===== config.mk =====
export PLATFORM = sky130hd
export DESIGN_NAME = program_counter
export DESIGN_NICKNAME = d
export VERILOG_FILES = /design/src/rtl/program_counter_pkg.sv /design/src/rtl/pc_return_stack.sv /design/src/rtl/program_counter.sv
export SDC_FILE = /design/constraint.sdc
export NUM_CORES = 1
export LEC_CHECK = 0
export CAP_MARGIN = 0
export CORE_MARGIN = 2
export CORE_UTILIZATION = 40
export DETAILED_ROUTE_END_ITERATION = 12
export PLACE_DENSITY = 0.8
export SLEW_MARGIN = 10
export SYNTH_ARGS = -nofsm -noshare
export SYNTH_HDL_FRONTEND = slang
export SYNTH_SLANG_ARGS = --single-unit
export TNS_END_PERCENT = 100

===== constraint.sdc =====
create_clock -name clk_i -period 2.55 [get_ports clk_i]
set_input_delay 0.255 -clock clk_i [delete_from_list [all_inputs] [get_ports clk_i]]
set_output_delay 0.255 -clock clk_i [all_outputs]
set_load 0.02 [all_outputs]

===== src/rtl/program_counter_pkg.sv =====
// rtl/program_counter_pkg.sv - shared state encodings and defaults for the program counter
package program_counter_pkg;

  typedef enum logic [1:0] {
    PC_RUN    = 2'b00,
    PC_HALTED = 2'b01,
    PC_FAULT  = 2'b10
  } pc_state_e;

  localparam int          PC_DATA_WIDTH   = 8;
  localparam int          PC_STACK_DEPTH  = 4;
  localparam int unsigned PC_RESET_VECTOR = 0;
  localparam int          NUM_PC_TEST     = 8;

  function automatic int pc_depth_bits(input int depth);
    return $clog2(depth + 1);
  endfunction

endpackage


===== src/rtl/pc_return_stack.sv =====
// rtl/pc_return_stack.sv - small LIFO of return addresses with push, pop and top-replace
module pc_return_stack
  import program_counter_pkg::*;
#(
  parameter int WIDTH = PC_DATA_WIDTH,
  parameter int DEPTH = PC_STACK_DEPTH
) (
  input  logic                             clk_i,
  input  logic                             rst_i,
  input  logic                             push_i,
  input  logic                             pop_i,
  input  logic                             replace_i,
  input  logic [WIDTH-1:0]                 data_i,
  output logic [WIDTH-1:0]                 top_o,
  output logic [pc_depth_bits(DEPTH)-1:0]  depth_o,
  output logic                             full_o,
  output logic                             empty_o
);

  localparam int DW = pc_depth_bits(DEPTH);
  localparam int AW = (DEPTH > 1) ? $clog2(DEPTH) : 1;

  logic [WIDTH-1:0] mem_q [DEPTH];
  logic [DW-1:0]    depth_q, depth_d;
  logic [AW-1:0]    wr_idx, top_idx;

  assign wr_idx  = AW'(depth_q);
  assign top_idx = AW'(depth_q - DW'(1));
  assign full_o  = (depth_q == DW'(DEPTH));
  assign empty_o = (depth_q == '0);
  assign depth_o = depth_q;
  assign top_o   = empty_o ? '0 : mem_q[top_idx];

  always_comb begin
    depth_d = depth_q;
    if (push_i && !full_o) begin
      depth_d = depth_q + DW'(1);
    end else if (pop_i && !empty_o) begin
      depth_d = depth_q - DW'(1);
    end
  end

  always_ff @(posedge clk_i) begin
    if (rst_i) begin
      depth_q <= '0;
    end else begin
      depth_q <= depth_d;
    end
  end

  // Entries need no reset: only slots below depth_q are ever read.
  always_ff @(posedge clk_i) begin
    if (push_i && !full_o) begin
      mem_q[wr_idx] <= data_i;
    end else if (replace_i && !empty_o) begin
      mem_q[top_idx] <= data_i;
    end
  end

endmodule


===== src/rtl/program_counter.sv =====
// rtl/program_counter.sv - registered PC with stall, halt/resume and optional return stack (CALL_STACK_EN)
module program_counter
  import program_counter_pkg::*;
#(
  parameter int          WIDTH        = PC_DATA_WIDTH,
  parameter int unsigned RESET_VECTOR = PC_RESET_VECTOR,
  parameter int          STACK_DEPTH  = PC_STACK_DEPTH
) (
  input  logic                                   clk_i,
  input  logic                                   rst_i,
  input  logic                                   stall_i,
  input  logic                                   take_i,
  input  logic [WIDTH-1:0]                       mux_out_i,
  input  logic                                   call_i,
  input  logic                                   ret_i,
  input  logic                                   halt_i,
  input  logic                                   resume_i,
  output logic [WIDTH-1:0]                       pc_o,
  output logic [WIDTH-1:0]                       seq_pc_o,
  output logic                                   running_o,
  output logic                                   fault_o,
  output logic [pc_depth_bits(STACK_DEPTH)-1:0]  depth_o
);

  localparam int DW = pc_depth_bits(STACK_DEPTH);

  pc_state_e        state_q, state_d;
  logic [WIDTH-1:0] pc_q, pc_d, seq_pc, stk_top;
  logic             adv, ret_en, call_en, stk_full, stk_empty;
  logic             stk_push, stk_pop, stk_replace, ret_fault, call_fault;
  logic [DW-1:0]    stk_depth;

  assign seq_pc   = pc_q + WIDTH'(1);
  assign pc_o     = pc_q;
  assign seq_pc_o = seq_pc;
  assign depth_o  = stk_depth;

`ifdef CALL_STACK_EN
  assign ret_en  = ret_i;
  assign call_en = call_i;

  pc_return_stack #(
    .WIDTH (WIDTH),
    .DEPTH (STACK_DEPTH)
  ) u_stack (
    .clk_i     (clk_i),
    .rst_i     (rst_i),
    .push_i    (stk_push),
    .pop_i     (stk_pop),
    .replace_i (stk_replace),
    .data_i    (seq_pc),
    .top_o     (stk_top),
    .depth_o   (stk_depth),
    .full_o    (stk_full),
    .empty_o   (stk_empty)
  );
`else
  logic unused_stack;

  assign ret_en       = 1'b0;
  assign call_en      = 1'b0;
  assign stk_top      = '0;
  assign stk_depth    = '0;
  assign stk_full     = 1'b0;
  assign stk_empty    = 1'b1;
  assign unused_stack = ^{ret_i, stk_push, stk_pop, stk_replace};
`endif

  // Ret outranks Call, so a Call fault is only possible when Ret is low.
  assign adv        = (state_q == PC_RUN) && !stall_i && !halt_i;
  assign ret_fault  = adv && ret_en && stk_empty;
  assign call_fault = adv && !ret_en && call_en && stk_full;

  always_ff @(posedge clk_i) begin
    if (rst_i) begin
      state_q <= PC_RUN;
    end else begin
      state_q <= state_d;
    end
  end

  always_comb begin
    state_d = state_q;
    unique case (state_q)
      PC_RUN: begin
        if (!stall_i && halt_i) begin
          state_d = PC_HALTED;
        end else if (ret_fault || call_fault) begin
          state_d = PC_FAULT;
        end
      end
      PC_HALTED: begin
        if (resume_i && !stall_i) begin
          state_d = PC_RUN;
        end
      end
      default: state_d = state_q;
    endcase
  end

  always_comb begin
    pc_d        = pc_q;
    stk_push    = 1'b0;
    stk_pop     = 1'b0;
    stk_replace = 1'b0;
    if (adv) begin
      if (ret_en) begin
        if (!stk_empty) begin
          pc_d        = stk_top;
          stk_replace = call_i;
          stk_pop     = !call_i;
        end
      end else if (call_en) begin
        if (!stk_full) begin
          pc_d     = mux_out_i;
          stk_push = 1'b1;
        end
      end else if (take_i || call_i) begin
        pc_d = mux_out_i;
      end else begin
        pc_d = seq_pc;
      end
    end
  end

  assign running_o = (state_q == PC_RUN);
`ifdef CALL_STACK_EN
  assign fault_o   = (state_q == PC_FAULT);
`else
  assign fault_o   = 1'b0;
`endif

  always_ff @(posedge clk_i) begin
    if (rst_i) begin
      pc_q <= WIDTH'(RESET_VECTOR);
    end else begin
      pc_q <= pc_d;
    end
  end

endmodule


[Word-level counts from Yosys, hierarchy flattened]
Cells that the tools add are included.
Storage, ports and cells
  register bits: 10
  latch bits: 0
  RAM bits: 0
  memory bits (read-only): 0
  input port bits: 16
  logic and storage cells: 20
  memories: 0
Cells by class
  add/sub/neg operators: 1
  $mul: 0
  divide/modulo/power cells: 0
  magnitude comparators: 0
  eq/ne operators: 3
  shift operators: 0
  mux-type cells: 4
  bitwise gates (word level): 0
  reduce and logical (&&, ||, !) cells: 10
Operator list (number)
  $add 8x1->8 const B: 1
  $mux 8: 1
  $logic_and 1x1->1: 4
  $mux 2: 2
  $pmux 2 s2: 1
  $reduce_and 3->1: 1
  $eq 2x1->1 const B: 1
  $logic_not 1->1: 2
  $logic_not 2->1: 1
  $ne 2x1->1 const B: 1
  $ne 2x2->1 const B: 1
  $reduce_bool 2->1: 1
  $logic_or 1x1->1: 1

[Depth between registers and ports, before layout]
  depth after elaboration: 4
  depth in mapped cells: 5
  gate-level depth less buffers: 4

[Least setup slack after synthesis]
No wires, ideal clock.
  path kind: register -> output
  start point: register pc_q[2], in the netlist pc_o[2]
  end point: output port seq_pc_o[5]
  data arrival time: 1346 ps
  required time: 2295 ps
  slack: 949 ps
  cell stages (with the launch flop): 4
  path buffers: 0
  cells stage by stage: dfxtp_1 -> nand3_1 -> nor2_1 -> xor2_1
On the way
  cells in the longest elaborated chain, start to end: 1
Ends and longest elaborated chain
  from (decl): RTL line program_counter.sv:28  | logic [WIDTH-1:0] pc_q, pc_d, seq_pc, stk_top;
  from (signal assigned): RTL line program_counter.sv:135  | pc_q <= WIDTH'(RESET_VECTOR);
  from (signal assigned): RTL line program_counter.sv:137  | pc_q <= pc_d;
  $add 8x1->8: RTL line program_counter.sv:33  | assign seq_pc = pc_q + WIDTH'(1);
  to (decl): RTL line program_counter.sv:19  | output logic [WIDTH-1:0] seq_pc_o,
Every way passes these cells.

[Worst setup path after layout]
Ends and elaborated chain as after synthesis.

==> results.sh <==
export IMPL_cts_setup_buffers=0
export IMPL_maxCapViolations=0
export IMPL_dr_pass1_iters=4
export IMPL_cts_buffer_depth=2
export IMPL_fp_row_count=14
export IMPL_slew_violations=0
export IMPL_synth_edf_count=0
export IMPL_finalSetupTns_ps=0
export IMPL_synth_distinct_cells=32
export IMPL_start_kind="flop"
export IMPL_crit_type="reg -> out"
export IMPL_crit_fanout=9
export IMPL_die_w_um=44.9
export IMPL_peakVddDrop_v=0.000230
export IMPL_diodes=0
export IMPL_via_per_inst=5.87
export IMPL_dieArea_um2=2020
export IMPL_initial_core_util_pct=43.4
export IMPL_min_period_ps=2300
export IMPL_clock_root_buffer="clkbuf_4"
export IMPL_worst_pin_slew_ps=577
export IMPL_syn_to_final_growth_pct=45.8
export IMPL_via_count=763
export IMPL_drt_total_wl_um=1890
export IMPL_power_density_nw_per_um2=410
export IMPL_final_nets=132
export IMPL_grt_start_max_net_pins=13
export IMPL_ys_ff_latch=9
export IMPL_final_cell_mix="clkdlybuf4s50_1, dfxtp_1, a31oi_1"
export IMPL_outcome="completed"
export IMPL_dpl_hpwl_um=1350
export IMPL_ant_nets=0
export IMPL_yosysWarnings=0
export IMPL_avgRoutedWirePerCell_um=14.5
export IMPL_endpoint_kind="primary output"
export IMPL_rsz0062_at_grt="no"
export IMPL_grt_pass1_wl_um=3010
export IMPL_track_usage_pct=20.4
export IMPL_dieHeight_um=44.9
export IMPL_timing_fmax_mhz=435
export IMPL_mostFrequentLayoutCell="clkdlybuf4s50_1"
export IMPL_syn_area_per_cell_um2=7.78
export IMPL_cts_buffers=3
export IMPL_hold_viol_final=0
export IMPL_grt_overflow_total=0
export IMPL_hold_path_class="reg -> reg"
export IMPL_antenna_found_initial=0
export IMPL_critical_path_startpoint="pc_o[2]$_SDFFE_PP0P_"
export IMPL_worstHoldStart="pc_o[1]$_SDFFE_PP0P_"
export IMPL_cts_tree="built"
export IMPL_min_period_over_period_pct=90.1
export IMPL_ys_flop_type="dfxtp_1"
export IMPL_path_cells="nand3_1, nor2_1, xor2_1, clkdlybuf4s50_1"
export IMPL_seq_area_frac_synth_pct=26.9
export IMPL_cp_slowest_cell="clkdlybuf4s50_1"
export IMPL_cts_sinks=9
export IMPL_maxSlewHeadroom_pct=61.3
export IMPL_crit_required_ps=2300
export IMPL_drc_errors=0
export IMPL_initialDrtViolationCount=8
export IMPL_core_area_um2=1540
export IMPL_internal_power_mw=0.270
export IMPL_switchingPower_mw=0.130
export IMPL_cts_hold_buf=0
export IMPL_place_congestion=0.824
export IMPL_path_clk_slew_ps=60
export IMPL_p_clk_share_pct=29.2
export IMPL_cts_resized=0
export IMPL_seqPwrFrac_pct=40.4
export IMPL_final_layout_size_suffix_gt1_share_pct=3.51
export IMPL_numPortBuffers=31
export IMPL_synth_cells=86
export IMPL_crit_reg2reg_launch="state_q[0]$_SDFFE_PP0P_"
export IMPL_pin_count=37
export IMPL_synth_async_reset_ratio_pct=0
export IMPL_clock_latency_ps=270
export IMPL_holdWs_ps=535
export IMPL_grt_pass1_vias=706
export IMPL_cpPeakStageDelay_ps=620
export IMPL_switching_share_pct=32.5
export IMPL_p_comb_share_pct=30.4
export IMPL_finClkSkew_ps=0.803
export IMPL_p_leak_nw=0.345
export IMPL_synthesis_area_um2=669
export IMPL_arrival_ps=2040
export IMPL_setup_viol=0
export IMPL_htree_levels=1
registers in the layout, indices dropped and copies added, names as in the netlist:
name / cells
pc_o: 8
state_q: 1
power groups by stage:
stage	combinational (mW)	clock [mW]	sequential (mW)
after global routing	0.131	0.127	0.163
after CTS	0.122	0.121	0.161
after floorplan	0.0631	0	0.168
final	0.122	0.117	0.162
after global placement	0.120	0	0.164
after detailed placement	0.121	0	0.164
routing by layer:
metal | track usage (%) | routed length, um
met1 | 23.8 | 776
met2 | 33.9 | 929
met3 | 7.20 | 138
met4 | 8.24 | 40
met5 | 0 | 0
through the flow:
| step | util [%] | worst slack [ps] | power, mW | instance area (um2) | cells |
|---|---|---|---|---|---|
| final | 63.3 | 252 | 0.400 | 976 | 130 |
| after detailed placement | 61.6 | 485 | 0.285 | 950 | 126 |
| after floorplan | - | 949 | 0.231 | 681 | 89 |
| after global routing | 63.3 | 125 | 0.420 | 976 | 130 |
| after CTS | 63.3 | 257 | 0.405 | 976 | 130 |
| after global placement | 61.6 | 519 | 0.284 | 950 | 126 |
synth_stat cells, types with 3 or more instances:
cell,number,share of area (%)
a21oi_1,3,2.2
a31oi_1,7,6.5
buf_4,4,4.5
clkbuf_1,4,2.2
dfxtp_1,9,27
inv_1,3,1.7
nand2_1,5,2.8
nand3_1,5,3.7
nor2_1,5,2.8
o211ai_1,3,3.4
o31a_1,4,5.2
or3_1,4,3.7
or4_1,3,3.4
xor2_1,4,5.2
worst max-delay path, delay by kind of cell, from the launching register on:
kind / cells / cell delay [ps]
XOR/XNOR: 1 / 160
buffers and inverters: 1 / 620
flip-flops: 1 / 460
AND/OR/NAND/NOR: 2 / 520
cell families (layout without fill, tap and decap cells):
logic type	count (synthesis)	in the layout	synth area share (%)
AO/OA/AOI/OAI	25	25	26.0
XOR/XNOR	6	6	7.85
adder cells (fa/ha/maj)	1	1	1.87
buffers and inverters	13	38	10.8
flip-flops	9	9	26.9
other	1	4	0.560
AND/OR/NAND/NOR	31	31	26.0
layout make-up:
type,instances,area (um2)
inverters,3,11.3
clock buffers,4,26.3
fillers,149,566
flip-flops and latches,9,180
multi-input cells,67,428
well taps,16,20.0
repair buffers,31,310
path summary, 6_finish.rpt:
path,endpoint,cells after the start,slack (ps)
worst min-delay path,pc_o[1]$_SDFFE_PP0P_,2,530
worst max-delay path,seq_pc_o[5],4,250
worst max register to register,pc_o[6]$_SDFFE_PP0P_,3,840
worst min register to register,pc_o[1]$_SDFFE_PP0P_,2,530
Power figures use the tool's default switching activity.
